## config.mk

```make
export PLATFORM = sky130hd
export DESIGN_NAME = sigmoid_pwl_pipe_flat
export DESIGN_NICKNAME = d
export VERILOG_FILES = /design/src/rtl/sigmoid_pwl_pipe_if.sv /design/src/rtl/sigmoid_pwl_pipe.sv /design/src/flat_wrapper.sv
export SDC_FILE = /design/constraint.sdc
export NUM_CORES = 1
export LEC_CHECK = 0
export CAP_MARGIN = 15
export CORE_ASPECT_RATIO = 0.7
export CORE_MARGIN = 4
export CORE_UTILIZATION = 33
export DETAILED_ROUTE_END_ITERATION = 8
export SKIP_CTS_REPAIR_TIMING = 1
export SLEW_MARGIN = 20
export SYNTH_ARGS = -nofsm -noshare
export SYNTH_HDL_FRONTEND = slang
export SYNTH_SLANG_ARGS = --single-unit
```

## constraint.sdc

```tcl
create_clock -name clk -period 8.4 [get_ports clk]
set_input_delay 1.68 -clock clk [delete_from_list [all_inputs] [get_ports clk]]
set_output_delay 1.68 -clock clk [all_outputs]
set_load 0.02 [all_outputs]
```

## src/rtl/sigmoid_pwl_pipe_if.sv

```systemverilog
// Stream interface of the piecewise-linear activation unit: input and output
// valid/ready channels plus the saturation counter readout.
interface sigmoid_pwl_pipe_if #(
    parameter int DATA_W = 16,
    parameter int CNT_W  = 16
);
    logic              in_valid;
    logic              in_ready;
    logic [DATA_W-1:0] in_data;
    logic              in_mode;
    logic              out_valid;
    logic              out_ready;
    logic [DATA_W-1:0] out_data;
    logic [CNT_W-1:0]  sat_count;

    // Producer/consumer side (testbench or surrounding datapath)
    modport master (
        output in_valid, in_data, in_mode, out_ready,
        input  in_ready, out_valid, out_data, sat_count
    );

    // Activation unit side
    modport slave (
        input  in_valid, in_data, in_mode, out_ready,
        output in_ready, out_valid, out_data, sat_count
    );
endinterface

```

## src/rtl/sigmoid_pwl_pipe.sv

```systemverilog
// Three-stage pipelined piecewise-linear sigmoid/tanh unit.
// Stage 1 folds the sample to a magnitude and picks a segment, stage 2 applies
// the gradient/offset of that segment, stage 3 undoes the symmetry fold and maps
// to the tanh range when requested. A single enable advances all stages.
module sigmoid_pwl_pipe #(
    parameter int DATA_W = 16,
    parameter int FRAC_W = 8,
    parameter int CNT_W  = 16
) (
    input  logic              clk,
    input  logic              rst,
    sigmoid_pwl_pipe_if.slave bus
);
    localparam int M_W    = DATA_W + 1;      // magnitude keeps 2^(DATA_W-1) exact
    localparam int K_W    = M_W - FRAC_W;    // integer part of the magnitude
    localparam int PROD_W = M_W + 8;         // magnitude times a Q0.8 gradient
    localparam int Q_W    = DATA_W + 2;      // headroom for ONE - p and 2q
    localparam logic [Q_W-1:0] ONE = Q_W'(64'd1 << FRAC_W);

    // Segment gradients in Q0.8
    function automatic logic [7:0] grad(input logic [2:0] s);
        case (s)
            3'd0:    return 8'h3B;
            3'd1:    return 8'h26;
            3'd2:    return 8'h12;
            3'd3:    return 8'h08;
            3'd4:    return 8'h03;
            default: return 8'h01;
        endcase
    endfunction

    // Segment offsets in Q0.8
    function automatic logic [7:0] offs(input logic [2:0] s);
        case (s)
            3'd0:    return 8'h80;
            3'd1:    return 8'h90;
            3'd2:    return 8'hBD;
            3'd3:    return 8'hDD;
            3'd4:    return 8'hF0;
            default: return 8'hF9;
        endcase
    endfunction

    logic                  w_en;
    logic                  w_ovf;
    logic [DATA_W-1:0]     w_xp;
    logic [M_W-1:0]        w_xp_ext;
    logic [M_W-1:0]        w_mag;
    logic [K_W-1:0]        w_k;
    logic                  w_sat1;
    logic [PROD_W-1:0]     w_prod;
    logic [Q_W-1:0]        w_p;
    logic signed [Q_W-1:0] w_q;
    logic signed [Q_W-1:0] w_qc;
    logic signed [Q_W-1:0] w_y;

    logic                  r1_valid, r1_sgn, r1_sat, r1_mode;
    logic [2:0]            r1_seg;
    logic [M_W-1:0]        r1_mag;
    logic                  r2_valid, r2_sgn, r2_sat, r2_mode;
    logic [Q_W-1:0]        r2_p;
    logic                  r_out_valid, r_out_sat;
    logic [DATA_W-1:0]     r_out_data;
    logic [CNT_W-1:0]      r_sat_count;

    // The whole pipe moves whenever the output register is free or being drained
    assign w_en          = bus.out_ready | ~r_out_valid;
    assign bus.in_ready  = w_en;
    assign bus.out_valid = r_out_valid;
    assign bus.out_data  = r_out_data;
    assign bus.sat_count = r_sat_count;

    // Stage 1 logic: optional doubling with saturation, sign/magnitude split, segment pick
    // NOTE: every signal is assigned on every path through this block, so no latch is inferred.
    always_comb begin
        w_ovf = bus.in_data[DATA_W-1] ^ bus.in_data[DATA_W-2];
        if (!bus.in_mode)
            w_xp = bus.in_data;
        else if (w_ovf)
            w_xp = {bus.in_data[DATA_W-1], {(DATA_W-1){~bus.in_data[DATA_W-1]}}};
        else
            w_xp = {bus.in_data[DATA_W-2:0], 1'b0};
        w_xp_ext = {w_xp[DATA_W-1], w_xp};
        w_mag    = w_xp[DATA_W-1] ? (~w_xp_ext + M_W'(1)) : w_xp_ext;
        w_k      = w_mag[M_W-1:FRAC_W];
        w_sat1   = (w_k > K_W'(5));
    end

    // Stage 2 logic: gradient times magnitude plus offset, or ONE when saturated
    always_comb begin
        w_prod = PROD_W'(r1_mag) * PROD_W'(grad(r1_seg));
        if (r1_sat)
            w_p = ONE;
        else
            w_p = Q_W'(w_prod >> 8) + (Q_W'(offs(r1_seg)) << (FRAC_W - 8));
    end

    // Stage 3 logic: mirror negative inputs, clamp to [0, ONE], remap for tanh
    always_comb begin
        w_q = r2_sgn ? $signed(ONE - r2_p) : $signed(r2_p);
        if (w_q[Q_W-1])
            w_qc = '0;
        else if (w_q > $signed(ONE))
            w_qc = $signed(ONE);
        else
            w_qc = w_q;
        w_y = r2_mode ? ((w_qc <<< 1) - $signed(ONE)) : w_qc;
    end

    // Valid chain and output register; reset discards everything in flight
    // NOTE: sequential state uses non-blocking assignments so every stage samples pre-edge values.
    always_ff @(posedge clk) begin
        if (rst) begin
            r1_valid    <= 1'b0;
            r2_valid    <= 1'b0;
            r_out_valid <= 1'b0;
            r_out_data  <= '0;
            r_out_sat   <= 1'b0;
        end else if (w_en) begin
            r1_valid    <= bus.in_valid;
            r2_valid    <= r1_valid;
            r_out_valid <= r2_valid;
            r_out_data  <= w_y[DATA_W-1:0];
            r_out_sat   <= r2_valid & r2_sat;
        end
    end

    // Intermediate datapath registers; their contents are qualified by the valid chain
    // NOTE: no reset here on purpose -- a stale value is never observed because its valid bit is cleared.
    always_ff @(posedge clk) begin
        if (w_en) begin
            r1_sgn  <= w_xp[DATA_W-1];
            r1_seg  <= w_k[2:0];
            r1_mag  <= w_mag;
            r1_sat  <= w_sat1;
            r1_mode <= bus.in_mode;
            r2_p    <= w_p;
            r2_sgn  <= r1_sgn;
            r2_sat  <= r1_sat;
            r2_mode <= r1_mode;
        end
    end

    // Count saturated samples as they leave, sticking at the maximum
    always_ff @(posedge clk) begin
        if (rst)
            r_sat_count <= '0;
        else if (r_out_valid && bus.out_ready && r_out_sat && (r_sat_count != '1))
            r_sat_count <= r_sat_count + CNT_W'(1);
    end
endmodule

```

## src/flat_wrapper.sv

```systemverilog
// flat-port wrapper written by rule: the top's interface ports become plain ports
module sigmoid_pwl_pipe_flat 
#(
    parameter int DATA_W = 16,
    parameter int FRAC_W = 8,
    parameter int CNT_W  = 16
)
  (clk, rst, bus_in_valid, bus_in_data, bus_in_mode, bus_out_ready, bus_in_ready, bus_out_valid, bus_out_data, bus_sat_count);
  sigmoid_pwl_pipe_if #(.DATA_W(DATA_W), .CNT_W(CNT_W)) bus_i ();
  input  logic clk;
  input  logic rst;
  input wire logic [$bits(bus_i.in_valid)-1:0] bus_in_valid;
  input wire logic [$bits(bus_i.in_data)-1:0] bus_in_data;
  input wire logic [$bits(bus_i.in_mode)-1:0] bus_in_mode;
  input wire logic [$bits(bus_i.out_ready)-1:0] bus_out_ready;
  output wire logic [$bits(bus_i.in_ready)-1:0] bus_in_ready;
  output wire logic [$bits(bus_i.out_valid)-1:0] bus_out_valid;
  output wire logic [$bits(bus_i.out_data)-1:0] bus_out_data;
  output wire logic [$bits(bus_i.sat_count)-1:0] bus_sat_count;
  assign bus_i.in_valid = bus_in_valid;
  assign bus_i.in_data = bus_in_data;
  assign bus_i.in_mode = bus_in_mode;
  assign bus_i.out_ready = bus_out_ready;
  assign bus_in_ready = bus_i.in_ready;
  assign bus_out_valid = bus_i.out_valid;
  assign bus_out_data = bus_i.out_data;
  assign bus_sat_count = bus_i.sat_count;
  sigmoid_pwl_pipe #(.DATA_W(DATA_W), .FRAC_W(FRAC_W), .CNT_W(CNT_W)) u_core (.clk(clk), .rst(rst), .bus(bus_i));
endmodule
```

## After elaboration in Yosys (flattened, before gate mapping)

Index checks and enable logic that the tools add are counted.

| word-level totals | value |
|---|---|
| flip-flop bits (word level) | 80 |
| bits in latches | 0 |
| memory bits (writable) | 0 |
| memory bits (read-only) | 0 |
| input port bits | 21 |
| output and inout port bits | 34 |
| word-level logic and storage cells | 48 |
| memories kept | 0 |

| cells by class | value |
|---|---|
| add/subtract/negate cells | 5 |
| multipliers | 1 |
| divide/modulo/power cells | 0 |
| order comparisons | 2 |
| equality and inequality tests | 5 |
| shift-type cells | 0 |
| multiplexer cells | 10 |
| bitwise gates (word level) | 6 |
| reductions and logical operators | 4 |

Operator list:

| kind | number |
|---|---|
| $mux 16 | 5 |
| $pmux 7 s5 | 1 |
| $pmux 6 s5 | 1 |
| $mul 17x6->23 | 1 |
| $add 17x8->18 | 1 |
| $gt 18x10->1 const B | 1 |
| $mux 18 | 1 |
| $sub 9x18->18 const A | 1 |
| $add 17x1->17 const B | 1 |
| $mux 17 | 1 |
| $not 17->17 | 1 |
| $add 16x1->16 const B | 1 |
| $ne 16x16->1 const B | 1 |
| $sub 16x10->16 const B | 1 |
| $gt 9x3->1 const B | 1 |
| $mux 8 | 1 |
| $eq 3x2->1 const B | 2 |
| $eq 3x1->1 const B | 1 |
| $eq 3x3->1 const B | 1 |
| $logic_and 1x1->1 | 3 |
| $logic_not 3->1 | 1 |
| $not 1->1 | 2 |
| $and 1x1->1 | 1 |
| $or 1x1->1 | 1 |
| $xor 1x1->1 | 1 |

## Logic depth before layout (Yosys ltp)

| logic depth | value |
|---|---|
| depth in word-level cells | 7 |
| mapped depth | 26 |
| gate-level depth less buffers | 24 |

## Worst setup path after synthesis

OpenSTA, ideal clock, no wires.

| timing path | value |
|---|---|
| path type | reg-to-reg |
| from | register u_core.r1_mag[8] |
| to | register u_core.r2_p[10] (data pin) |
| setup time | 0.266 ns |
| arrival time | 5.688 ns |
| data required time | 8.134 ns |
| path slack | 2.446 ns |
| stages on the path, launching flop included | 23 |
| buffers on the path | 1 |
| clock period less this slack | 5.954 ns |
| cell sequence | edfxtp_1 > xor2_1 > nor2_1 > clkbuf_1 > and2_1 > fa_1 > fa_1 > fa_1 > ha_1 > a211o_1 > o21ai_0 > o21ai_4 > a211o_1 > a21oi_1 > xnor2_1 > ha_1 > and2_1 > a22o_1 > o21ai_0 > a21boi_0 > o311ai_0 > xnor2_1 > nor2_1 |

| between the ends | value |
|---|---|
| longest elaborated chain between the ends | 2 |

RTL lines:

| what | RTL line | text |
|---|---|---|
| start, declared | sigmoid_pwl_pipe.sv:59 | `logic [M_W-1:0] r1_mag;` |
| start signal, assigned | sigmoid_pwl_pipe.sv:134 | `r1_mag <= w_mag;` |
| $mul 17x6->23 | sigmoid_pwl_pipe.sv:91 | `w_prod = PROD_W'(r1_mag) * PROD_W'(grad(r1_seg));` |
| $add 17x8->18 | sigmoid_pwl_pipe.sv:95 | `w_p = Q_W'(w_prod >> 8) + (Q_W'(offs(r1_seg)) << (FRAC_W - 8));` |
| end signal, assigned | sigmoid_pwl_pipe.sv:137 | `r2_p <= w_p;` |
| end, declared | sigmoid_pwl_pipe.sv:61 | `logic [Q_W-1:0] r2_p;` |

No other way between the ends.
A chain may end at the register's enable or synchronous reset.

## Final worst setup path

| timing path | value |
|---|---|
| from | register u_core.r1_mag[8] |
| to | register u_core.r2_p[12] (data pin) |

Same word-level chain as after synthesis.

==> flow_metrics.env <==
export IMPL_run_status="complete, no violations"
export IMPL_ys_flop_type="edfxtp_1"
export IMPL_final_nets=1045
export IMPL_syn_area_mm2=0.007766
export IMPL_synth_common_cells="inv_1 (100), nor2_1 (73), nand2_1 (63)"
export IMPL_path_class="flip-flop to flip-flop"
export IMPL_cts_sinks=75
export IMPL_regArea_mm2=0.001892
export IMPL_drv_cap=0
export IMPL_wl_per_cell_um=14.19
export IMPL_worstMarginPinSlew_ns=0.9922
export IMPL_min_period_ns=6.933
export IMPL_antenna_found_initial=0
export IMPL_avgSynthCellArea_um2=8.805
export IMPL_die_w_um=191.4
export IMPL_drtIter0Drc=499
export IMPL_timing_fmax_mhz=144.2
export IMPL_power_per_cell_area_mw_per_mm2=441.6
export IMPL_antenna_diode_count=0
export IMPL_core_region_area_mm2=0.02291
export IMPL_io_buffers=54
export IMPL_synth_top_area_share_pct=15.47
export IMPL_rsz0062_at_grt="false"
export IMPL_row_count=46
export IMPL_hold_viol_final=0
export IMPL_finalClockSkew_ns=0.009066
export IMPL_cp_arrival_ns=7.12
export IMPL_final_area_mm2=0.008912
export IMPL_fp_dieArea_mm2=0.02609
export IMPL_synth_distinct_cells=80
export IMPL_final_util_pct=38.91
export IMPL_grt_max_degree=44
export IMPL_clkTransAtPathRegs_ns=0.06
export IMPL_ant_nets=0
export IMPL_worst_setup_path_end_kind="flip-flop"
export IMPL_routed_wl_um=17570
export IMPL_drive_gt1_share_pct=6.156
export IMPL_htree_levels=3
export IMPL_drc=0
export IMPL_fin_setup_tns_ns=0
export IMPL_final_setup_viol_count=0
export IMPL_synthCells=882
export IMPL_hp_class="flip-flop to flip-flop"
export IMPL_grt_pass1_wl_um=30090
export IMPL_dp_hpwl_um=13990
export IMPL_vias=6192
export IMPL_clock_path_buffers=2
export IMPL_fin_crit_sh_pct=82.53
export IMPL_clkLatencyLatePin_ns=0.34
export IMPL_multi_input_area_mm2=0.005354
export IMPL_synth_most_common_cell="inv_1"
export IMPL_first_pass_iters=5
export IMPL_placed_cell_area_mm2=0.008605
export IMPL_fp_dieH_um=136.4
export IMPL_cp_required_ns=8.59
export IMPL_yosys_warnings=0
export IMPL_ir_drop_uv=334.9
export IMPL_synth_edf_count=39
export IMPL_root_buffer="clkbuf_16"
export IMPL_via_per_inst=5.002
export IMPL_cts_made_buffers=9
export IMPL_slew_headroom_pct=33.61
export IMPL_start_util_pct=33.90
export IMPL_async_reset_ff_share_pct=0
export IMPL_gp_congestion=0.8354
export IMPL_fillers=2350
export IMPL_cts_tree="built"
export IMPL_finalMaxSlewViolations=0
export IMPL_crit_fanout=24
export IMPL_synth_area_top_cells="fa_1 (15%), edfxtp_1 (15%), dfxtp_1 (9.3%)"
export IMPL_track_usage_pct=14.13
export IMPL_area_growth_syn_to_layout_pct=14.76
export IMPL_ios=55
export IMPL_start_kind="flip-flop"
export IMPL_yosysSeqAreaShare_pct=24.36
export IMPL_p_leak_nw=3.748
export IMPL_ys_ff_latch=75
export IMPL_overflow=0
export IMPL_grt_pass1_vias=5949
export IMPL_yosysTopAreaCell="fa_1"
[registers in the layout, indices dropped and copies added (netlist names), 16 cells and up]
name                  flops
u_core.bus.out_data      16
u_core.r2_p              16
u_core.r1_mag            17
u_core.bus.sat_count     16
[through the flow]
step | std cells | total power, W | setup slack [ns] | hold slack (ns)
3_3_place_gp | 1222 | 0.003502 | 1.686 | 0.4078
4_1_cts | 1238 | 0.003934 | 1.551 | 0.4296
2_1_floorplan | 889 | 0.002947 | 2.446 | 0.4003
6_report | 1238 | 0.003936 | 1.467 | 0.4239
3_5_place_dp | 1222 | 0.003509 | 1.573 | 0.4141
5_1_grt | 1238 | 0.004376 | 0.9423 | 0.4546
[logic make-up after synthesis]
family,Yosys count,synth area share [%]
simple gates,319,22.10
buf+inv,141,7.040
flops,75,24.36
other cells,1,0.04829
fa+ha+maj,103,22.39
xor+xnor,49,5.768
compound gates,184,16.84
mux,10,1.450
[metal layers]
| metal | vias up | share of wire [%] | global-route usage [%] |
|---|---|---|---|
| met5 | - | 0 | 0 |
| met4 | 0 | 1.0 | 2.990 |
| met3 | 13 | 4.8 | 2.438 |
| met2 | 142 | 40 | 19.38 |
| met1 | 2942 | 54 | 22.78 |
| li1 | 3095 | - | - |
[power by group]
part           switching (W)  total (W)  internal, W
clock               0.000164   0.000403     0.000239
sequential         0.0000785   0.000528     0.000449
combinational        0.00175    0.00301      0.00125
total                0.00200    0.00394      0.00194
[worst max-delay path: stages (launching register included)]
cell	delay [ns]
edfxtp_1	0.69
nor2_1	0.88
and2_1	0.26
fa_1	0.44
fa_1	0.51
fa_1	0.49
ha_1	0.32
a211o_1	0.35
o21ai_0	0.16
o21ai_4	0.16
a211o_1	0.37
a21oi_1	0.19
xnor2_1	0.08
ha_1	0.34
and2_1	0.18
a22o_1	0.16
o21ai_0	0.11
a21boi_0	0.39
nor3_1	0.15
or3_1	0.39
a21oi_1	0.15
[cells in the final DEF (no fill, tap or decap), types with 27 or more instances in the layout]
cell type / count
ha_1: 43
a21oi_1: 57
fa_1: 60
edfxtp_1: 39
clkdlybuf4s50_1: 53
nor2_1: 73
nand2_1: 63
inv_1: 99
dfxtp_1: 36
o21ai_0: 27
and2_1: 61
[area by class of cell]
class,instances,share of cell area (%)
Clock buffer,11,3.089
Tap cell,312,4.380
Inverter,102,4.296
Timing Repair Buffer,60,6.514
Clock inverter,5,0.4212
Multi-Input combinational cell,673,60.07
Sequential cell,75,21.23
[final timing paths]
check	start	end	slack, ns	cells after the start
min reg2reg	u_core.r1_sgn	u_core.r2_sgn	0.42	0
min	u_core.r1_sgn	u_core.r2_sgn	0.42	0
max	u_core.r1_mag[8]	u_core.r2_p[12]	1.47	20
max reg2reg	u_core.r1_mag[8]	u_core.r2_p[12]	1.47	20
Power figures use the tool's default switching activity.
